==> src/rtl/seq_detector_param_if.sv <==
`default_nettype none
// ============================================================================
// Module   : seq_detector_param_if
// Purpose  : Serial data, pattern reload and status bundle for seq_detector_param.
// Revision : 1.0
// ============================================================================
interface seq_detector_param_if #(
    parameter int PAT_LEN = 4,
    parameter int CNT_W   = 8
);
    logic               in;
    logic               in_valid;
    logic               pat_load;
    logic [PAT_LEN-1:0] pat_in;
    logic               clr_cnt;
    logic               out;
    logic [CNT_W-1:0]   match_cnt;
    logic [PAT_LEN-1:0] pattern;

    modport master (
        output in, in_valid, pat_load, pat_in, clr_cnt,
        input  out, match_cnt, pattern
    );

    modport slave (
        input  in, in_valid, pat_load, pat_in, clr_cnt,
        output out, match_cnt, pattern
    );
endinterface
`default_nettype wire

==> src/rtl/seq_detector_param.sv <==
`default_nettype none
// ============================================================================
// Module   : seq_detector_param
// Purpose  : Parametrised serial pattern detector with reloadable pattern,
//            overlap/non-overlap modes and a saturating match counter.
// Revision : 1.0
// ============================================================================
module seq_detector_param #(
    parameter int                 PAT_LEN = 4,
    parameter logic [PAT_LEN-1:0] PATTERN = PAT_LEN'(4'b0110),
    parameter int                 OVERLAP = 1,
    parameter int                 CNT_W   = 8
) (
    input  logic                 clk,
    input  logic                 rst,
    seq_detector_param_if.slave  bus
);

    localparam int                  c_fill_w  = $clog2(PAT_LEN + 1);
    localparam logic [c_fill_w-1:0] c_fill_max = c_fill_w'(PAT_LEN);
    localparam logic [c_fill_w-1:0] c_fill_arm = c_fill_w'(PAT_LEN - 1);
    localparam logic [CNT_W-1:0]    c_cnt_max  = '1;

    logic [PAT_LEN-1:0]  r_hist;
    logic [c_fill_w-1:0] r_fill;
    logic                r_out;
    logic [PAT_LEN-1:0]  r_pattern;
    logic [CNT_W-1:0]    r_match_cnt;

    logic [PAT_LEN-1:0]  w_nhist;
    logic                w_match;
    logic                w_sample;
    logic                w_match_evt;
    logic                w_flush;

    assign w_sample    = bus.in_valid & ~bus.pat_load;
    assign w_nhist     = {r_hist[PAT_LEN-2:0], bus.in};
    // Only a history with at least PAT_LEN-1 valid bits plus this one can match.
    assign w_match     = (w_nhist == r_pattern) && (r_fill >= c_fill_arm);
    assign w_match_evt = w_sample & w_match;

    generate
        if (OVERLAP != 0) begin : g_overlap
            assign w_flush = 1'b0;
        end else begin : g_no_overlap
            assign w_flush = w_match_evt;
        end
    endgenerate

    always_ff @(posedge clk or posedge rst) begin
        if (rst) begin
            r_hist    <= '0;
            r_fill    <= '0;
            r_out     <= 1'b0;
            r_pattern <= PATTERN;
        end else begin
            r_out <= 1'b0;
            if (bus.pat_load) begin
                r_pattern <= bus.pat_in;
                r_fill    <= '0;
            end else if (bus.in_valid) begin
                r_hist <= w_nhist;
                r_out  <= w_match;
                if (w_flush) begin
                    r_fill <= '0;
                end else if (r_fill != c_fill_max) begin
                    r_fill <= r_fill + 1'b1;
                end
            end
        end
    end

    always_ff @(posedge clk or posedge rst) begin
        if (rst) begin
            r_match_cnt <= '0;
        end else if (bus.clr_cnt) begin
            r_match_cnt <= '0;
        end else if (w_match_evt && (r_match_cnt != c_cnt_max)) begin
            r_match_cnt <= r_match_cnt + 1'b1;
        end
    end

    assign bus.out       = r_out;
    assign bus.match_cnt = r_match_cnt;
    assign bus.pattern   = r_pattern;

endmodule
`default_nettype wire
==> src/flat_wrapper.sv <==
// flat-port wrapper written by rule: the top's interface ports become plain ports
module seq_detector_param_flat 
#(
    parameter int                 PAT_LEN = 4,
    parameter logic [PAT_LEN-1:0] PATTERN = PAT_LEN'(4'b0110),
    parameter int                 OVERLAP = 1,
    parameter int                 CNT_W   = 8
)
  (clk, rst, bus_in, bus_in_valid, bus_pat_load, bus_pat_in, bus_clr_cnt, bus_out, bus_match_cnt, bus_pattern);
  seq_detector_param_if #(.PAT_LEN(PAT_LEN), .CNT_W(CNT_W)) bus_i ();
  input  logic clk;
  input  logic rst;
  input wire logic [$bits(bus_i.in)-1:0] bus_in;
  input wire logic [$bits(bus_i.in_valid)-1:0] bus_in_valid;
  input wire logic [$bits(bus_i.pat_load)-1:0] bus_pat_load;
  input wire logic [$bits(bus_i.pat_in)-1:0] bus_pat_in;
  input wire logic [$bits(bus_i.clr_cnt)-1:0] bus_clr_cnt;
  output wire logic [$bits(bus_i.out)-1:0] bus_out;
  output wire logic [$bits(bus_i.match_cnt)-1:0] bus_match_cnt;
  output wire logic [$bits(bus_i.pattern)-1:0] bus_pattern;
  assign bus_i.in = bus_in;
  assign bus_i.in_valid = bus_in_valid;
  assign bus_i.pat_load = bus_pat_load;
  assign bus_i.pat_in = bus_pat_in;
  assign bus_i.clr_cnt = bus_clr_cnt;
  assign bus_out = bus_i.out;
  assign bus_match_cnt = bus_i.match_cnt;
  assign bus_pattern = bus_i.pattern;
  seq_detector_param #(.PAT_LEN(PAT_LEN), .PATTERN(PATTERN), .OVERLAP(OVERLAP), .CNT_W(CNT_W)) u_core (.clk(clk), .rst(rst), .bus(bus_i));
endmodule
==> config.mk <==
export PLATFORM = sky130hd
export DESIGN_NAME = seq_detector_param_flat
export DESIGN_NICKNAME = d
export VERILOG_FILES = /design/src/rtl/seq_detector_param_if.sv /design/src/rtl/seq_detector_param.sv /design/src/flat_wrapper.sv
export SDC_FILE = /design/constraint.sdc
export NUM_CORES = 1
export LEC_CHECK = 0
export CAP_MARGIN = 30
export CORE_MARGIN = 5
export CORE_UTILIZATION = 44
export DETAILED_ROUTE_END_ITERATION = 10
export PLACE_DENSITY = 0.79
export RECOVER_POWER = 25
export SETUP_SLACK_MARGIN = 0.02
export SLEW_MARGIN = 40
export SYNTH_ARGS = -nofsm -noshare
export SYNTH_HDL_FRONTEND = slang
export SYNTH_SLANG_ARGS = --single-unit
==> constraint.sdc <==
create_clock -name clk -period 2.2 [get_ports clk]
set_clock_uncertainty 0.15 [all_clocks]
set_input_delay 0.33 -clock clk [delete_from_list [all_inputs] [get_ports clk]]
set_output_delay 0.33 -clock clk [all_outputs]
set_load 0.01 [all_outputs]
# Word-level counts from Yosys, hierarchy flattened
# Cells that the tools add are included.
# totals
register_bits,19
# op_classes
n_lt_le_gt_ge,1
bitwise,3
addsub,2
eq_ne,3
n_mux,7
reduce_logical,7
# op_table
operator,count
2-to-1 mux 8 bit,2
2-to-1 mux 3 bit,3
adder 8 x 1 -> 8 bit (second input constant),1
!= test 8 bit (second input constant),1
nonzero test 2 bit,3
equality test 4 bit,1
AND reduction 2 bit,2
adder 3 x 1 -> 3 bit (second input constant),1
greater-or-equal comparator 3 x 2 -> 1 bit (second input constant),1
!= test 3 bit (second input constant),1
AND 1 bit,2
logical AND 1 bit,2
2-to-1 mux 1 bit,2
inverter 1 bit,1

# Depth between registers and ports, before layout
# logic_depth
depth_word,6
ltp_mapped,7

# Least setup slack after synthesis
# OpenSTA, ideal clock, no wires.
# synth_path
path_kind,register to register
start,reg u_core.r_pattern[3] (netlist: u_core.bus.pattern[3])
end,reg u_core.r_match_cnt[7] (netlist: u_core.bus.match_cnt[7])
path_stages_with_launch,6
slack_ns,0.035
setup_ns,0.125
path_buffers,1
period_less_slack_ns,2.165
t_arrival_ns,1.890
path_cell_list,dfrtp_1 > xor2_1 > or4_4 > buf_6 > nor4_1 > mux2_2
# synth_between
elab_chain_len,5
# synth_lines
item,line_no,text
from (decl),seq_detector_param.sv:27,logic [PAT_LEN-1:0] r_pattern;
from (signal assigned),seq_detector_param.sv:59,r_pattern <= bus.pat_in;
equality test 4 bit,seq_detector_param.sv:39,assign w_match = (w_nhist == r_pattern) && (r_fill >= c_fill_arm);
logical AND 1 bit,seq_detector_param.sv:39,
AND 1 bit,seq_detector_param.sv:40,assign w_match_evt = w_sample & w_match;
logical AND 1 bit,seq_detector_param.sv:78,end else if (w_match_evt && (r_match_cnt != c_cnt_max)) begin
nonzero test 2 bit (no line),--,
to (signal assigned),seq_detector_param.sv:79,r_match_cnt <= r_match_cnt + 1'b1;
to (decl),seq_detector_param.sv:28,logic [CNT_W-1:0] r_match_cnt;
# No other way between the ends.
# A chain may end at the register's enable or synchronous reset.

# Worst setup path after layout
# layout_path
start,in bus_in
end,reg u_core.r_match_cnt[3] (netlist: u_core.bus.match_cnt[3])
# layout_between
elab_chain_len,5
# layout_lines
item,line_no,text
from (decl),flat_wrapper.sv:13,input wire logic [$bits(bus_i.in)-1:0] bus_in;
equality test 4 bit,seq_detector_param.sv:39,
logical AND 1 bit,seq_detector_param.sv:39,
AND 1 bit,seq_detector_param.sv:40,
logical AND 1 bit,seq_detector_param.sv:78,
nonzero test 2 bit (no line),--,
# No other way between the ends.

==> results.json <==
{
  "run_status": "finished, final reports clean",
  "ctsHoldBuffers": 0,
  "critical_path_arrival_ns": 2.27,
  "top_fanout_value_on_the_critical_path": 10,
  "cts_htree_levels": 1,
  "placedInstanceArea_mm2": 0.001276,
  "routed-via-count": 794,
  "post-route-period-util": 0.9978,
  "number_of_vias_per_cell": 5.258,
  "syn-cell-area_mm2": 0.001013,
  "worst_skew_pair.late_latency_ns": 0.30,
  "worst_path_clk_slew_ns": 0.11,
  "timing.critical_path.to_type": "flop",
  "timing.final.crit_period_ns": 2.195,
  "total_leakage_power_nw": 0.5521,
  "start_util": 0.4581,
  "dpl_worst_slack_ns": -0.3481,
  "max_cap_viol_count": 0,
  "numCtsBuffers": 3,
  "tritoncts": "built",
  "ff2ff_setup_slack_ns": 0.02,
  "slew_headroom": 0.3432,
  "proportion_of_layout_cells_with_a_drive_suffix_above_1": 0.2276,
  "core_region_mm2": 0.002212,
  "peakVddDrop_mv": 0.5281,
  "critical_path_required_ns": 2.28,
  "synthCells": 94,
  "dieArea_mm2": 0.003363,
  "path_cells": "clkdlybuf4s50_1 > xor2_1 > or4_4 > or4_1 > a21oi_2",
  "worstSetupEndpoint": "u_core.bus.match_cnt[3]",
  "gr-usage-met3": 0.02895,
  "timing.setup.critical_path_class": "in2reg",
  "power.total_mw": 0.7192,
  "antenna_found_initial": 0,
  "n_fill_cell": 191,
  "synth.yosys.seq_area_share": 0.4716,
  "areaGrowthSynthToFinish_pct": 32.10,
  "final_cell_mix": "21 x sky130_fd_sc_hd__clkdlybuf4s50_1, 17 x sky130_fd_sc_hd__dfrtp_1, 9 x sky130_fd_sc_hd__mux2_2",
  "setup_ws_ns": 0.004906,
  "gp_congestion": 0.8017,
  "clock_sink_count": 19,
  "synthDistinctLibCells": 31,
  "maxClockFrequency_mhz": 455.6,
  "hold_viol_final": 0,
  "ff2ff_path_depth": 4,
  "startpoint_type": "input pin",
  "synth_top_area_share": 0.4198,
  "grt_start_max_net_pins": 20,
  "multiInputGateArea_um2": 506.7,
  "rsz0062_at_grt": "true",
  "final.hold.worst_slack_ns": 0.3973,
  "via_count_of_the_first_global_routing_pass": 794,
  "floorplan.die.height_um": 58.00,
  "number_of_nets_at_the_end_of_the_flow": 138,
  "utilization": 0.6052,
  "post_synth_main_area_contributors": "sky130_fd_sc_hd__dfrtp_1 42%, sky130_fd_sc_hd__mux2_2 10%, sky130_fd_sc_hd__dfstp_2 5.2%",
  "synth_seq_cells": 19,
  "post-dp-hpwl_um": 1547,
  "postSynthAreaPerCell_um2": 10.78,
  "area_of_all_placed_cells_without_fillers_mm2": 0.001339,
  "cp_slowest_stage_delay_ns": 0.59,
  "ctsRootBufferMaster": "sky130_fd_sc_hd__clkbuf_4",
  "final_common_cell": "sky130_fd_sc_hd__clkdlybuf4s50_1",
  "report.final.setup_viol": 0,
  "globalRouteTotalUtil": 0.1394,
  "fp.dieW_um": 58.00,
  "biggest_area_consumer_among_synthesized_cells": "sky130_fd_sc_hd__dfrtp_1",
  "worst_slew_pin_slew_ns": 0.9852,
  "worst_setup_path_startpoint": "bus_in",
  "synthesis.nets": 108,
  "number_of_placement_rows": 17,
  "hold_path_class": "reg2reg",
  "n_antenna_cell": 0,
  "drc_markers": 0,
  "ff_latch_area_um2": 478.0,
  "routed_wirelength_um": 2073,
  "first_pass_grt_wire_length_um": 3574,
  "regToRegStartpoint": "u_core.bus.pattern[3]",
  "crit_slowest_cell": "sky130_fd_sc_hd__or4_4",
  "cts-root-to-sink-buffers": 2,
  "iter_0_drt_violations": 13,
  "final_max_slew_viol_count": 0,
  "port_buffers": 22,
  "synth_warnings": 0,
  "drt-pass1-iter-count": 4,
  "antenna_violating_nets_post_route": 0,
  "globalRouteOverflowTotal": 0,
  "busiest_layer": "met2",
  "grt.met2_usage": 0.2242,
  "grt.met1_usage": 0.1766,
  "reg2reg_to": "u_core.bus.match_cnt[3]",
  "io-pin-count": 23,
  "wl_per_cell_um": 13.73,
  "power_density_mw_per_mm2": 537.2
}
-- cells in the mapped netlist (all sizes together) --
cell type / count
xor2: 3
nand4: 1
dfstp: 2
nand3: 5
a211o: 1
o21ai: 3
o41ai: 1
ha: 4
xnor2: 2
o211a: 1
or4: 4
nor2: 6
mux2: 9
a21oi: 8
nand4b: 1
nand2: 2
o211ai: 1
nand2b: 2
a21boi: 1
inv: 6
nor4: 3
or3: 1
dfrtp: 17
o31ai: 3
clkbuf: 1
and3: 1
buf: 3
nor2b: 2
-- repair_timing --
item,in CTS,in global routing
buffers inserted,0,2
setup endpoints to repair,1,6
pin swaps,0,0
cloned,0,0
gates resized for setup,1,4
-- where the power goes --
| part | leakage [nW] | total [mW] | internal (mW) | switching [mW] |
|---|---|---|---|---|
| clock | 0.0177 | 0.178 | 0.0677 | 0.111 |
| combinational | 0.288 | 0.141 | 0.0772 | 0.0635 |
| sequential | 0.246 | 0.400 | 0.377 | 0.0226 |
-- critical path: cells and delay by family --
kind,cells,cell delay (ns)
compound gates,1,0.17
xor+xnor,1,0.18
buf+inv,1,0.43
simple gates,2,1.16
-- flip-flops by register name, indices dropped and copies added (netlist names) --
name and flops:
u_core.bus.match_cnt 8, u_core.bus.pattern 4, u_core.r_hist 3, u_core.bus.out 1
u_core.r_fill 3
-- how the worst min path moves through the flow --
stage / from / to / cells after the start
finish: u_core.r_hist[2] / u_core.r_hist[2] / 1
global route: u_core.r_hist[2] / u_core.r_hist[2] / 1
CTS: rst / u_core.r_fill[0] / 3
detailed placement: u_core.r_hist[2] / u_core.r_hist[2] / 1
global placement: u_core.r_hist[2] / u_core.r_hist[2] / 1
floorplan: rst / u_core.bus.match_cnt[0] / 1
-- layout make-up --
type	count	area share
clock buffers	3	0.01682
clock inverters	1	0.003738
inverters	6	0.01682
multi-input cells	65	0.3785
flip-flops and latches	19	0.3570
well taps	28	0.02617
repair buffers	29	0.2009
-- metrics by stage --
step | TNS, ns | std cells
after floorplan | 0 | 94
after global placement | -1.321 | 145
after detailed placement | -1.623 | 145
after CTS | 0 | 149
after global routing | -0.07319 | 151
final | 0 | 151
-- layer usage --
layer / part of all wire / wire, um / vias up
met5: 0 / 0 / -
met4: 0.021 / 44 / 0
met3: 0.045 / 93 / 4
met2: 0.50 / 1040 / 19
met1: 0.43 / 896 / 373
li1: - / - / 398
-- logic make-up after synthesis --
family / share of synthesized area
mux: 0.1000
simple gates: 0.1654
xor+xnor: 0.04322
fa+ha+maj: 0.04938
buf+inv: 0.05184
flops: 0.4716
compound gates: 0.1185
No activity file was read; power rests on OpenSTA's default activity.
==> edit 1 (same flow settings) <==
`CNT_W` is set to 8 in 3 places; all go to 7.
--- a/src/rtl/seq_detector_param_if.sv
+++ b/src/rtl/seq_detector_param_if.sv
@@ -7,5 +7,5 @@
 interface seq_detector_param_if #(
     parameter int PAT_LEN = 4,
-    parameter int CNT_W   = 8
+    parameter int CNT_W   = 7
 );
     logic               in;
--- a/src/rtl/seq_detector_param.sv
+++ b/src/rtl/seq_detector_param.sv
@@ -10,5 +10,5 @@
     parameter logic [PAT_LEN-1:0] PATTERN = PAT_LEN'(4'b0110),
     parameter int                 OVERLAP = 1,
-    parameter int                 CNT_W   = 8
+    parameter int                 CNT_W   = 7
 ) (
     input  logic                 clk,
--- a/src/flat_wrapper.sv
+++ b/src/flat_wrapper.sv
@@ -5,5 +5,5 @@
     parameter logic [PAT_LEN-1:0] PATTERN = PAT_LEN'(4'b0110),
     parameter int                 OVERLAP = 1,
-    parameter int                 CNT_W   = 8
+    parameter int                 CNT_W   = 7
 )
   (clk, rst, bus_in, bus_in_valid, bus_pat_load, bus_pat_in, bus_clr_cnt, bus_out, bus_match_cnt, bus_pattern);
Interface: changed (resized bus_match_cnt); port bits go from 23 to 22. The function was not compared with the original's and may differ.
==> edit 1 against the unedited design <==
Worst setup slack better by 0.13 ns. Synthesized cell count shrank 6.4%. Largest cell class unchanged. Critical path depth down 1. Synthesized area decreased by 6.3%. Global-route usage down 1.8 points. Wire length decreased by 9.5%. Final area fell by 7.9%. Total power down 4.2%. Count of clock-buffer cells in the layout unchanged. Die area down 5.2%. Sequential share of layout area rose by 1.0 points. Clock power is 8% lower. Sequential cell count fell by 1.
==> edit 1: results (changes against the unedited design) <==
* Post-synth top area share at 42.2% (was 42.0%)
* # Post-CTS Setup Buffers at 0 (unchanged)
* Hold path depth at 2 (was 1)
* Multi-input gates at 62 (was 65)
* DR vias at 766 (was 794)
* Worst path arrival time at 2.13 ns (was 2.27 ns)
* VDD IR max at 0.387 mV (was 0.528 mV)
* Met1 Resource Use GR at 14.3% (was 17.7%)
* DP HPWL at 1460 um (was 1550 um)
* Largest net degree at the start of global routing at 19 (was 20)
* Total track usage at 12.2% (was 13.9%)
* Mapped Cells at 88 (was 94)
* Top post-synthesis cells by count: dfrtp_1, a21oi_1, mux2_2, nor2_1, inv_1 (was dfrtp_1, mux2_2, a21oi_1)
* Setup WS pre-CTS at -0.278 ns (was -0.348 ns)
* Share of cell area taken by multi-input logic gates at 37.4% (was 37.9%)
* Vias in the first global route at 752 (was 794)
* Post-Route WL at 1880 um (was 2070 um)
* Met2 Track Usage GR at 20.3% (was 22.4%)
* Fin Hold WS at 0.386 ns (was 0.397 ns)
* Nets at 130 (was 138)
* Detailed Route Iter0 Violations at 12 (was 13)
* Final Cell Area at 1230 um2 (was 1340 um2)
* WHS Endpoint: u_core.bus.match_cnt[6] (was u_core.r_hist[2])
* Share of post-route cells with drive strength above 1 at 17.5% (was 22.8%)
* H-tree depth at 1 (unchanged)
* Seq/Total Area, Yosys at 47.7% (was 47.2%)
* I/O Buffers at 21 (was 22)
* Crit path launch: u_core.bus.pattern[3] (was bus_in)
* R2R Setup Slk at 0.13 ns (was 0.02 ns)
* Outcome: finished clean (unchanged)
* Sw power at 0.188 mW (was 0.197 mW)
* Post-synth net total at 102 (was 108)
* Register area at 453 um2 (was 478 um2)
* Clock net sink count at 18 (was 19)
* Slew @ Worst Pin at 0.659 ns (was 0.985 ns)
* Worst-path fanout max at 9 (was 10)
* Pleak at 0.510 nW (was 0.552 nW)
* Worst hold start: u_core.bus.match_cnt[6] (was u_core.r_hist[2])
* Met3 Resource Use GR at 2.98% (was 2.90%)
* Max reg flops at 7 (was 8)
* Synth cell types at 30 (was 31)
* Clock-cell share at 1.83% (was 2.06%)
* Non-CTS buffers at 25 (was 29)
* PostCTS Resize Cnt at 0 (was 1)
* Number of fill cells at 179 (was 191)
* GP Congestion at 0.817 (was 0.802)
* Ys async rst share at 100% (unchanged)
* Metal-1 WL at 842 um (was 896 um)
* Non-filler cells in the finished layout at 141 (was 151)
* Signal buffers share of area at 19.5% (was 20.1%)
* Synth area leaders: dfrtp_1, mux2_2, dfstp_2, ha_1, a21oi_1 (unchanged)
-- edit 1: kinds of logic (layout without fill, tap and decap cells) --
| kind of cell | count (synthesis) | count (layout) | synth area share [%] |
|---|---|---|---|
| and+or+nand+nor | 25 | 25 | 15.4 |
| adders and majority gates | 4 | 4 | 5.27 |
| AOI/OAI and AO/OA | 21 | 21 | 14.6 |
| buffers and inverters | 8 | 34 | 4.08 |
| xor gates and xnor gates | 5 | 5 | 4.61 |
| muxes | 7 | 7 | 8.30 |
| DFF | 18 | 18 | 47.7 |
-- edit 1: power groups by stage --
| stage | clock, mW | combinational, mW | sequential [mW] |
|---|---|---|---|
| 6_report | 0.163 | 0.144 | 0.382 |
| 3_5_place_dp | 0 | 0.143 | 0.389 |
| 2_1_floorplan | 0 | 0.0831 | 0.388 |
| 4_1_cts | 0.166 | 0.144 | 0.383 |
| 3_3_place_gp | 0 | 0.138 | 0.387 |
| 5_1_grt | 0.175 | 0.160 | 0.386 |
==> edit 2 (config.mk and constraints unchanged) <==
Made on the original files. Make the reset (`rst`) synchronous in 2 clocked blocks.
--- a/src/rtl/seq_detector_param.sv
+++ b/src/rtl/seq_detector_param.sv
@@ -48,5 +48,5 @@
     endgenerate
 
-    always_ff @(posedge clk or posedge rst) begin
+    always_ff @(posedge clk) begin
         if (rst) begin
             r_hist    <= '0;
@@ -71,5 +71,5 @@
     end
 
-    always_ff @(posedge clk or posedge rst) begin
+    always_ff @(posedge clk) begin
         if (rst) begin
             r_match_cnt <= '0;
Function: differs if rst is asserted again (counterexample within 4 cycles, from zero or initial values and one cycle with rst high); with rst held inactive, the same outputs for 10 cycles.
==> edit 2 against the unedited design <==
Synthesized area decreased by 1.1%. Total power fell by 14%. Wire length is 0.58% higher. Sequential cell count stayed put. Final area down 5.5%. Worst setup slack better by 0.23 ns.
==> edit 2: results (changes against the unedited design) <==
* Outcome: finished clean (unchanged)
* CTS clk-pin slew, worst paths at 0.10 ns
* Largest delay share family, worst path: simple AND/OR/NAND/NOR gates (unchanged)
* GP Congestion at 0.773 (was 0.802)
* Post-synth net total at 117 (was 108)
* Nets at 143 (was 138)
* Hold path depth at 1 (unchanged)
* Slew @ Worst Pin at 0.391 ns (was 0.985 ns)
* P_int at 0.468 mW (was 0.522 mW)
* PostCTS Resize Cnt at 0 (was 1)
* Worst-path fanout max at 9 (was 10)
* Largest net degree at the start of global routing at 15 (was 20)
* Total track usage at 13.8% (was 13.9%)
* Seq/Total Area, Yosys at 38.0% (was 47.2%)
* DRT Pass-1 Iters at 4 (unchanged)
* Synth warn at 0 (unchanged)
* Fin Hold WS at 0.367 ns (was 0.397 ns)
* Max-capacitance violation count at 0 (unchanged)
* Number of diodes at 0 (unchanged)
* DRC at 0 (unchanged)
* Worst hold start: u_core.bus.match_cnt[6] (was u_core.r_hist[2])
* CTS max path bufs at 2 (unchanged)
* Setup WS pre-CTS at 0.0918 ns (was -0.348 ns)
* I/O Buffers at 22 (unchanged)
* Hold Crit Class: register to register (unchanged)
* Detailed Route Iter0 Violations at 18 (was 13)
* Vias in the first global route at 865 (was 794)
* Synth area leaders: dfxtp_1, mux2i_1, ha_1, xnor2_2, nor2_1 (was dfrtp_1, mux2_2, dfstp_2, ha_1, a21oi_1)
* First-pass GRT wire length at 3680 um (was 3570 um)
* Inserted Clock Buffers at 3 (unchanged)
* Initial antenna violation count at 0 (unchanged)
* R2R cell count at 6 (was 4)
* Number of fill cells at 211 (was 191)
* Later-pin clock latency in the skew report at 0.29 ns
* Pleak at 0.469 nW (was 0.552 nW)
* H-tree depth at 1 (unchanged)
* Worst r2r src: u_core.r_fill[0] (was u_core.bus.pattern[3])
* Top post-synthesis cells by count: dfxtp_1, nor2_1, mux2i_1 (was dfrtp_1, mux2_2, a21oi_1)
* Worst path arrival time at 2.04 ns (was 2.27 ns)
* Via-to-Cell Ratio at 5.43 (was 5.26)
* Final setup violation count at 0 (unchanged)
* Worst r2r dst: u_core.bus.match_cnt[5] (was u_core.bus.match_cnt[3])
* Share of post-route cells with drive strength above 1 at 12.5% (was 22.8%)
* DP HPWL at 1660 um (was 1550 um)
* Synth cell types at 38 (was 31)
* Routed len/inst at 13.4 um (was 13.7 um)
* Max reg flops at 8 (unchanged)
* CP max stage cell: dlygate4sd3_1 (was or4_4)
* Ys async rst share at 0% (was 100%)
* WHS Endpoint: u_core.bus.match_cnt[6] (was u_core.r_hist[2])
* # Post-CTS Setup Buffers at 0 (unchanged)
* R2R Setup Slk at 0.26 ns (was 0.02 ns)
* Clk root buf: clkbuf_4 (unchanged)
* CP peak stage delay at 0.56 ns (was 0.59 ns)
* VDD IR max at 0.361 mV (was 0.528 mV)
## edit 2: worst max path at each step
stage,startpoint,endpoint,slack (ns),cells after the start
floorplan,u_core.r_fill[0],u_core.bus.match_cnt[4],0.47,6
global placement,bus_in,u_core.bus.match_cnt[5],0.16,5
detailed placement,bus_in_valid,u_core.bus.match_cnt[5],0.09,5
CTS,u_core.r_fill[0],u_core.bus.match_cnt[5],0.25,6
global route,bus_pat_load,u_core.bus.match_cnt[2],0.09,6
finish,bus_pat_load,u_core.bus.match_cnt[5],0.23,5
## edit 2: per-stage QoR
| stage | cell area [um2] | util [%] | power (mW) | std cells |
|---|---|---|---|---|
| 2_1_floorplan | 1000 | - | 0.416 | 103 |
| 3_3_place_gp | 1250 | 57.1 | 0.449 | 152 |
| 3_5_place_dp | 1250 | 57.1 | 0.453 | 152 |
| 4_1_cts | 1280 | 58.3 | 0.625 | 156 |
| 5_1_grt | 1260 | 57.7 | 0.647 | 156 |
| 6_report | 1260 | 57.7 | 0.618 | 156 |
## edit 2: area by class of cell
| type | count | area, um2 | area share [%] |
|---|---|---|---|
| clock buffer | 4 | 26.3 | 2.08 |
| inverter | 5 | 18.8 | 1.48 |
| multi-input combinational | 75 | 566 | 44.7 |
| sequential | 19 | 380 | 30.1 |
| tap | 28 | 35.0 | 2.77 |
| timing repair buffer | 25 | 239 | 18.9 |
## edit 2: power by group through the flow
stage          sequential (mW)  clock, mW  combinational, mW
6_report                 0.360      0.177             0.0809
5_1_grt                  0.362      0.196             0.0889
4_1_cts                  0.360      0.180             0.0851
3_5_place_dp             0.368          0             0.0848
3_3_place_gp             0.368          0             0.0817
2_1_floorplan            0.368          0             0.0477
## edit 2: metal layers
layer	track usage, %	up-vias	part of all wire [%]
met1	15.7	392	42
met4	5.63	0	0.38
met3	3.34	2	6.3
li1	-	424	-
met2	24.5	29	52
met5	0	-	0
## edit 2: cell families (layout without fill, tap and decap cells)
family | Yosys count | count (layout) | synth area share [%]
AND/OR/NAND/NOR | 38 | 38 | 23.3
AO/OA/AOI/OAI | 21 | 21 | 15.2
multiplexers | 7 | 7 | 6.99
adder cells (fa/ha/maj) | 4 | 4 | 4.99
buffers and inverters | 9 | 34 | 4.87
XOR/XNOR | 5 | 5 | 6.62
flip-flops | 19 | 19 | 38.0
